`src/rtl/alu_reservation_station.sv`:
```
// ALU reservation station: holds dispatched micro-ops until both source
// operands are ready. Operands wake up by snooping two writeback tag
// broadcasts. Each cycle the lowest-index ready entry is offered to issue.
module alu_reservation_station #(
  parameter int RS_DEPTH      = 8,
  parameter int PHY_WIDTH     = 6,
  parameter int ROB_WIDTH     = 5,
  parameter int PAYLOAD_WIDTH = 32
) (
  input  logic                       clk,
  input  logic                       rst,
  input  logic                       flush,
  input  logic                       disp_valid,
  output logic                       disp_ready,
  input  logic [ROB_WIDTH-1:0]       disp_rob_id,
  input  logic [PHY_WIDTH-1:0]       disp_prd,
  input  logic [PHY_WIDTH-1:0]       disp_prs1,
  input  logic [PHY_WIDTH-1:0]       disp_prs2,
  input  logic                       disp_rs1_rdy,
  input  logic                       disp_rs2_rdy,
  input  logic [PAYLOAD_WIDTH-1:0]   disp_payload,
  input  logic [1:0]                 wb_valid,
  input  logic [2*PHY_WIDTH-1:0]     wb_tag,
  output logic                       iss_valid,
  input  logic                       iss_ready,
  output logic [ROB_WIDTH-1:0]       iss_rob_id,
  output logic [PHY_WIDTH-1:0]       iss_prd,
  output logic [PHY_WIDTH-1:0]       iss_prs1,
  output logic [PHY_WIDTH-1:0]       iss_prs2,
  output logic [PAYLOAD_WIDTH-1:0]   iss_payload,
  output logic [$clog2(RS_DEPTH):0]  count,
  output logic                       empty
);

  localparam int IDX_W = $clog2(RS_DEPTH);
  localparam int CNT_W = IDX_W + 1;
  localparam logic [CNT_W-1:0] DEPTH_C = CNT_W'(RS_DEPTH);

  // Per-entry status bits (reset/flush cleared) and payload fields (no reset).
  logic [RS_DEPTH-1:0]      valid_reg, valid_next;
  logic [RS_DEPTH-1:0]      rdy1_reg, rdy1_next;
  logic [RS_DEPTH-1:0]      rdy2_reg, rdy2_next;
  logic [ROB_WIDTH-1:0]     rob_id_reg  [RS_DEPTH];
  logic [PHY_WIDTH-1:0]     prd_reg     [RS_DEPTH];
  logic [PHY_WIDTH-1:0]     prs1_reg    [RS_DEPTH];
  logic [PHY_WIDTH-1:0]     prs2_reg    [RS_DEPTH];
  logic [PAYLOAD_WIDTH-1:0] payload_reg [RS_DEPTH];
  logic [CNT_W-1:0]         count_reg, count_next;

  logic [PHY_WIDTH-1:0] wb_tag0, wb_tag1;
  logic [RS_DEPTH-1:0]  ready_vec, alloc_hit, issue_hit, wake1, wake2;
  logic [IDX_W-1:0]     alloc_idx, sel_idx;
  logic                 disp_fire, iss_fire, disp_rdy1, disp_rdy2;

  assign wb_tag0 = wb_tag[PHY_WIDTH-1:0];
  assign wb_tag1 = wb_tag[2*PHY_WIDTH-1:PHY_WIDTH];

  // Handshakes are derived from registered state only, so a slot freed by
  // issue this cycle cannot be refilled until the next cycle.
  assign disp_ready = !flush && (count_reg < DEPTH_C);
  assign disp_fire  = disp_valid && disp_ready;
  assign ready_vec  = valid_reg & rdy1_reg & rdy2_reg;
  assign iss_valid  = !flush && (|ready_vec);
  assign iss_fire   = iss_valid && iss_ready;

  // Source readiness at dispatch, including a same-cycle broadcast bypass so
  // a wakeup coinciding with dispatch is never lost. Tag 0 is always ready.
  assign disp_rdy1 = disp_rs1_rdy || (disp_prs1 == '0) ||
                     (wb_valid[0] && wb_tag0 == disp_prs1) ||
                     (wb_valid[1] && wb_tag1 == disp_prs1);
  assign disp_rdy2 = disp_rs2_rdy || (disp_prs2 == '0) ||
                     (wb_valid[0] && wb_tag0 == disp_prs2) ||
                     (wb_valid[1] && wb_tag1 == disp_prs2);

  // Lowest-index free entry receives the next dispatch.
  always_comb begin
    alloc_idx = '0;
    for (int i = RS_DEPTH - 1; i >= 0; i--) begin
      if (!valid_reg[i]) alloc_idx = IDX_W'(i);
    end
  end

  // Lowest-index ready entry is the issue candidate.
  always_comb begin
    sel_idx = '0;
    for (int i = RS_DEPTH - 1; i >= 0; i--) begin
      if (ready_vec[i]) sel_idx = IDX_W'(i);
    end
  end

  genvar gi;
  generate
    for (gi = 0; gi < RS_DEPTH; gi++) begin : g_entry
      assign alloc_hit[gi] = disp_fire && (alloc_idx == IDX_W'(gi));
      assign issue_hit[gi] = iss_fire && (sel_idx == IDX_W'(gi));
      assign wake1[gi] = (wb_valid[0] && wb_tag0 == prs1_reg[gi]) ||
                         (wb_valid[1] && wb_tag1 == prs1_reg[gi]);
      assign wake2[gi] = (wb_valid[0] && wb_tag0 == prs2_reg[gi]) ||
                         (wb_valid[1] && wb_tag1 == prs2_reg[gi]);
      // Allocation targets only invalid entries and issue only valid ones,
      // so the two never collide on the same slot.
      assign valid_next[gi] = alloc_hit[gi] ? 1'b1 :
                              (issue_hit[gi] ? 1'b0 : valid_reg[gi]);
      assign rdy1_next[gi]  = alloc_hit[gi] ? disp_rdy1 : (rdy1_reg[gi] | wake1[gi]);
      assign rdy2_next[gi]  = alloc_hit[gi] ? disp_rdy2 : (rdy2_reg[gi] | wake2[gi]);
    end
  endgenerate

  assign count_next = count_reg + CNT_W'(disp_fire) - CNT_W'(iss_fire);

  // Status state: reset and flush both empty the station.
  always_ff @(posedge clk) begin
    if (rst || flush) begin
      valid_reg <= '0;
      rdy1_reg  <= '0;
      rdy2_reg  <= '0;
      count_reg <= '0;
    end else begin
      valid_reg <= valid_next;
      rdy1_reg  <= rdy1_next;
      rdy2_reg  <= rdy2_next;
      count_reg <= count_next;
    end
  end

  // Entry field storage, written only on an accepted dispatch.
  always_ff @(posedge clk) begin
    if (disp_fire) begin
      rob_id_reg[alloc_idx]  <= disp_rob_id;
      prd_reg[alloc_idx]     <= disp_prd;
      prs1_reg[alloc_idx]    <= disp_prs1;
      prs2_reg[alloc_idx]    <= disp_prs2;
      payload_reg[alloc_idx] <= disp_payload;
    end
  end

  assign iss_rob_id  = iss_valid ? rob_id_reg[sel_idx]  : '0;
  assign iss_prd     = iss_valid ? prd_reg[sel_idx]     : '0;
  assign iss_prs1    = iss_valid ? prs1_reg[sel_idx]    : '0;
  assign iss_prs2    = iss_valid ? prs2_reg[sel_idx]    : '0;
  assign iss_payload = iss_valid ? payload_reg[sel_idx] : '0;
  assign count       = count_reg;
  assign empty       = (count_reg == '0);

  // Occupancy bound and well-defined issue fields.
  always_ff @(posedge clk) begin
    if (!rst) begin
      assert (count_reg <= DEPTH_C);
      if (iss_valid)
        assert (!$isunknown({iss_rob_id, iss_prd, iss_prs1, iss_prs2, iss_payload}));
    end
  end

endmodule

```
`config.mk`:
```
export PLATFORM = sky130hd
export DESIGN_NAME = alu_reservation_station
export DESIGN_NICKNAME = d
export VERILOG_FILES = /design/src/rtl/alu_reservation_station.sv
export SDC_FILE = /design/constraint.sdc
export NUM_CORES = 1
export LEC_CHECK = 0
export CAP_MARGIN = 20
export CORE_UTILIZATION = 55
export CTS_CLUSTER_SIZE = 24
export DETAILED_ROUTE_END_ITERATION = 8
export PLACE_DENSITY = 0.73
export SLEW_MARGIN = 10
export SYNTH_ARGS = -nofsm -noshare
export SYNTH_HDL_FRONTEND = slang
export SYNTH_SLANG_ARGS = --single-unit
```
`constraint.sdc`:
```
create_clock -name clk -period 8 [get_ports clk]
set_clock_uncertainty 0.05 [all_clocks]
set_input_delay 1.6 -clock clk [delete_from_list [all_inputs] [get_ports clk]]
set_output_delay 1.6 -clock clk [all_outputs]
set_load 0.02 [all_outputs]
```
==> flow_summary_export.csv, run 1 <==
group,metric,value,unit
detailed_routing,drt-initial-drc-count,885,
detailed_routing,wl,48470,um
detailed_routing,vias_per_cell,6.146,
detailed_routing,vias,11653,
sta,hold-worst-slack,0.4710,ns
worst_setup_path,cp-start-kind,"input port",
die,rows,70,
layout,largest_reg_flops,256,
layout,num-nets-final,1478,
sta,rsz0062_at_grt,"false",
synthesis,async_flop_share,0,
power_and_ir_drop,max-vdd-ir-drop,190.7,uV
synthesis,yosys-top-cells-count,"edfxtp_1, xnor2_1, xor2_1, mux2i_1, a21o_1",
synthesis,synth_top_area_share,0.6400,
synthesis,synth_nets,1332,
placed_design,gp_congestion,0.9361,
die,die_h,195.7,um
global_route,track_usage,0.2567,
synthesis,synth.avg_cell_area,16.51,sq um
worst_setup_path,cp-end-kind,"primary output",
clock_tree,cts_resized,0,
synthesis,syn-cell-area,0.02064,sq mm
die,die_x,195.7,um
worst_setup_path,path_class,"in -> out",
detailed_routing,drcViolationCount,0,
worst_setup_path,crit_fanout,54,
clock_tree,clkSinkCount,468,
clock_tree,clk_latency,0.55,ns
clock_tree,tritoncts,"yes",
sta,tightest_slew,1.013,ns
sta,drv_slew,0,
sta,setup_viol,0,
worst_hold_path,hp-class,"reg -> reg",
synthesis,synthCells,1250,
run_status,status,"finished, final reports clean",
clock_tree,cts_root_buffer,"clkbuf_16",
sta,period_needed,5.923,ns
synthesis,ys_seq_area_frac,0.6672,
sta,maxClockFrequency,0.1688,GHz
sta,fin_setup_tns,0,ns
placed_design,hpwl,28180,um
global_route,grt_pass1_wl,73080,um
clock_tree,hold_buffers,0,
sta,fin_ws,2.077,ns
global_route,overflow,0,
synthesis,synth_area_leaders,"edfxtp_1, mux4_2, mux2i_1, xnor2_1, xor2_1",
layout,area_delta_synth_final,16.50,%
worst_setup_path,crit_arrival,4.27,ns
layout,diodes,0,
global_route,first_global_vias,12088,
synthesis,synth_edf_count,440,
die,io_pins,138,
global_route,grt_max_degree,96,
synthesis,yosysUniqueCellTypes,62,
clock_tree,clkSlewWorstSetupHoldPaths,0.06,ns
sta,finalHoldViolations,0,
power_and_ir_drop,p_leak,7.833,nW
synthesis,synth_flop_cell,"edfxtp_1",
synthesis,ys_ff_latch,468,
sta,relSlewSlack,0.3227,
placed_design,io_buffer_count,137,
detailed_routing,drtPass1Iterations,5,
synthesis,ys_warn_count,0,
sta,fin_crit_sh,0.7404,
clock_tree,cts_buffer_depth,3,
layout,fillers,2623,
die,core_area,0.03679,sq mm
die,initial_utilization,0.5612,
layout,drive_above_1_share,0.1232,
power_and_ir_drop,pwr_density_cell,212.1,mW/mm^2
global_route,antenna_found_initial,0,
detailed_routing,ant_nets,0,
synthesis,yosysMostFrequentCell,"edfxtp_1",
synthesis,yosys.area.top_type,"edfxtp_1",
placed_design,place_worst_setup_slack,2.078,ns
clock_tree,postCtsSetupBuffers,0,
clock_tree,numCtsBuffers,47,
detailed_routing,routedWlPerCell,25.56,um
worst_setup_path,critPathRequiredTime,6.35,ns
power_and_ir_drop,power.total,5.101,mW
die,die_area,0.03831,sq mm
clock_tree,htree_levels,2,
flow_run,drv_cap,0,
==> per-layer routing <==
| layer | track usage | part of all wire |
|---|---|---|
| met1 | 0.3383 | 0.42 |
| met2 | 0.4448 | 0.51 |
| met3 | 0.04006 | 0.054 |
| met4 | 0.07205 | 0.020 |
| met5 | 0 | 0 |
==> cell usage in the layout (no fill, tap or decap), types with 39 or more instances in the layout <==
cell,instances
xor2_1,109
a21o_1,55
edfxtp_1,440
clkdlybuf4s50_1,137
xnor2_1,109
mux4_2,54
mux2i_1,108
clkbuf_16,50
o22ai_1,54
nor4_1,39
==> worst max-delay path: stages <==
cell	delay, ns
clkdlybuf4s50_1	0.60
a21oi_4	0.29
nand2_4	0.49
o22ai_1	0.51
a21o_1	0.13
clkdlybuf4s50_1	0.59
==> worst paths after layout <==
kind	from	endpoint	slack, ns	cells past startpoint
worst max-delay path	flush	iss_prs2[4]	2.08	6
worst min-delay path	valid_reg[6]	valid_reg[6]	0.47	2
worst max register to register	valid_reg[6]	prd_reg[1][4]	4.54	6
worst min register to register	valid_reg[6]	valid_reg[6]	0.47	2
==> final cells by class <==
class                   count  area (sq um)  share of cell area
flip-flops and latches    468         13770              0.5727
clock inverters            21         222.7            0.009261
repair buffers            168          1649             0.06857
clock buffers              60          1313             0.05458
well taps                 468         585.6             0.02435
inverters                  13         48.80            0.002029
multi-input cells         698          6457              0.2685
==> power by group <==
part / total (mW) / switching, mW / internal, mW
clock: 2.19 / 0.879 / 1.31
combinational: 0.206 / 0.123 / 0.0834
sequential: 2.70 / 0.00801 / 2.70
==> stage by stage <==
| step | std cells | utilization | instance area, sq um |
|---|---|---|---|
| after floorplan | 1250 | - | 20640 |
| after global placement | 1814 | 0.6113 | 22490 |
| after detailed placement | 1815 | 0.6120 | 22510 |
| after CTS | 1896 | 0.6538 | 24050 |
| after global routing | 1896 | 0.6538 | 24050 |
| final | 1896 | 0.6538 | 24050 |
==> kinds of logic (layout without fill, tap and decap cells) <==
group | count (synthesis) | count (layout) | synth area share
muxes | 166 | 166 | 0.1135
AOI/OAI and AO/OA | 168 | 168 | 0.05819
buffers and inverters | 84 | 262 | 0.02279
DFF | 468 | 468 | 0.6672
and+or+nand+nor | 140 | 140 | 0.04188
adders and majority gates | 6 | 6 | 0.004000
xor gates and xnor gates | 218 | 218 | 0.09249
No activity file was read; power rests on OpenSTA's default activity.
==> run 2: changes to the inputs <==
- clock period: 8 -> 6.1 ns (I/O delays scaled with it)
==> flow_summary_export.csv, run 2 (synthesis results as in run 1) <==
group,metric,value,unit
run_status,status,"finished, final reports clean",
clock_tree,cts_buffer_depth,3,
power_and_ir_drop,power_switching,1.362,mW
global_route,antenna_found_initial,0,
die,die_h,195.7,um
sta,finalHoldViolations,0,
clock_tree,htree_levels,2,
clock_tree,hold_buffers,0,
clock_tree,numCtsBuffers,48,
clock_tree,clkSinkCount,468,
worst_setup_path,critPathRequiredTime,4.83,ns
layout,num-nets-final,1484,
sta,fin_crit_sh,0.8445,
clock_tree,clk_latency,0.58,ns
flow_run,drv_cap,0,
layout,regArea,0.01377,sq mm
placed_design,gp_congestion,0.9355,
power_and_ir_drop,p_sw_frac,0.2060,
clock_tree,clkSlewWorstSetupHoldPaths,0.06,ns
clock_tree,tritoncts,"yes",
die,io_pins,138,
sta,fin_setup_tns,0,ns
worst_setup_path,cp-end-kind,"primary output",
detailed_routing,drt-initial-drc-count,892,
layout,area_delta_synth_final,16.63,%
die,die_x,195.7,um
placed_design,hpwl,30120,um
layout,final_cell_mix,"edfxtp_1, clkdlybuf4s50_1, xor2_1, xnor2_1, mux2i_1",
layout,multiInputGateArea,0.006465,sq mm
power_and_ir_drop,p_leak,7.835,nW
placed_design,io_buffer_count,137,
detailed_routing,routedWlPerCell,25.45,um
detailed_routing,vias_per_cell,6.183,
layout,fillers,2567,
power_and_ir_drop,internal-power,5.252,mW
die,die_area,0.03831,sq mm
sta,period_needed,5.151,ns
die,core_area,0.03679,sq mm
power_and_ir_drop,comb_power_share,0.041,
layout,drive_above_1_share,0.1243,
worst_setup_path,crit_arrival,3.88,ns
global_route,overflow,0,
global_route,track_usage,0.2594,
global_route,grt_max_degree,125,
sta,relSlewSlack,0.3661,
power_and_ir_drop,max-vdd-ir-drop,311.7,uV
sta,setup_viol,0,
die,initial_utilization,0.5612,
worst_setup_path,ff2ff_setup_slack,3.08,ns
sta,tightest_slew,0.9478,ns
power_and_ir_drop,pwr_density_cell,274.7,mW/mm^2
layout,largest_reg_flops,256,
die,rows,70,
sta,drv_slew,0,
clock_tree,cts_root_buffer,"clkbuf_16",
detailed_routing,vias,11804,
layout,fin_area,0.02408,sq mm
clock_tree,postCtsSetupBuffers,0,
placed_design,placed_cell_area,0.02259,sq mm
detailed_routing,ant_nets,0,
detailed_routing,drcViolationCount,0,
worst_setup_path,path_class,"reg -> out",
clock_tree,cts_resized,0,
sta,rsz0062_at_grt,"false",
worst_setup_path,crit_fanout,31,
worst_hold_path,hp-class,"reg -> reg",
detailed_routing,wl,48590,um
power_and_ir_drop,power_frac_clock,0.422,
layout,final_common_cell,"edfxtp_1",
power_and_ir_drop,seqPwrFrac,0.536,
detailed_routing,drtPass1Iterations,5,
global_route,first_global_vias,12254,
worst_setup_path,cp-start-kind,"flop",
global_route,grt_pass1_wl,74100,um
sta,maxClockFrequency,0.1941,GHz
## run 2: final timing paths
kind	startpoint	to	cells after the start
worst max register to register	valid_reg[5]	rob_id_reg[4][1]	7
worst min register to register	valid_reg[6]	valid_reg[6]	2
worst max-delay path	valid_reg[3]	iss_payload[2]	7
worst min-delay path	valid_reg[6]	valid_reg[6]	2
## run 2: stage by stage
stage | total power, mW | setup WS, ns | utilization | std cells | hold slack, ns
2_1_floorplan | 3.747 | 1.206 | - | 1250 | 0.4210
3_3_place_gp | 3.879 | 1.070 | 0.6141 | 1820 | 0.4549
3_5_place_dp | 3.886 | 0.9793 | 0.6141 | 1820 | 0.4561
4_1_cts | 6.650 | 0.8760 | 0.6545 | 1908 | 0.4636
5_1_grt | 6.792 | 0.7047 | 0.6545 | 1908 | 0.5123
6_report | 6.614 | 0.9487 | 0.6545 | 1909 | 0.4625
## run 2: critical path, cell delays in order, from the launching register on
cell and delay [ns]:
dfxtp_1 0.49, nand3_1 0.19, o211a_1 0.21, o22ai_4 0.38, buf_4 0.62, mux4_2 0.62
a21o_1 0.22, clkdlybuf4s50_1 0.54
## run 2: per-layer routing
layer  vias to the layer above  GRT usage  wire, um
met3                        76    0.04006      2632
met5                         -          0         0
met2                       378     0.4271     24010
met1                      6115     0.3560     20770
li1                       5235          -         -
met4                         0    0.08767      1177
## run 2: cell type report
class / count / area share
flip-flops and latches: 468 / 0.5721
multi-input cells: 698 / 0.2685
repair buffers: 173 / 0.07130
clock buffers: 63 / 0.05311
well taps: 468 / 0.02432
clock inverters: 25 / 0.008575
inverters: 13 / 0.002027
diodes: 1 / 0.0001039
## run 2: power by group through the flow
stage / clock, mW / combinational [mW] / sequential, mW
after global placement: 0 / 0.266 / 3.61
after CTS: 2.83 / 0.274 / 3.55
after floorplan: 0 / 0.133 / 3.61
final: 2.79 / 0.274 / 3.55
after detailed placement: 0 / 0.273 / 3.61
after global routing: 2.95 / 0.295 / 3.55
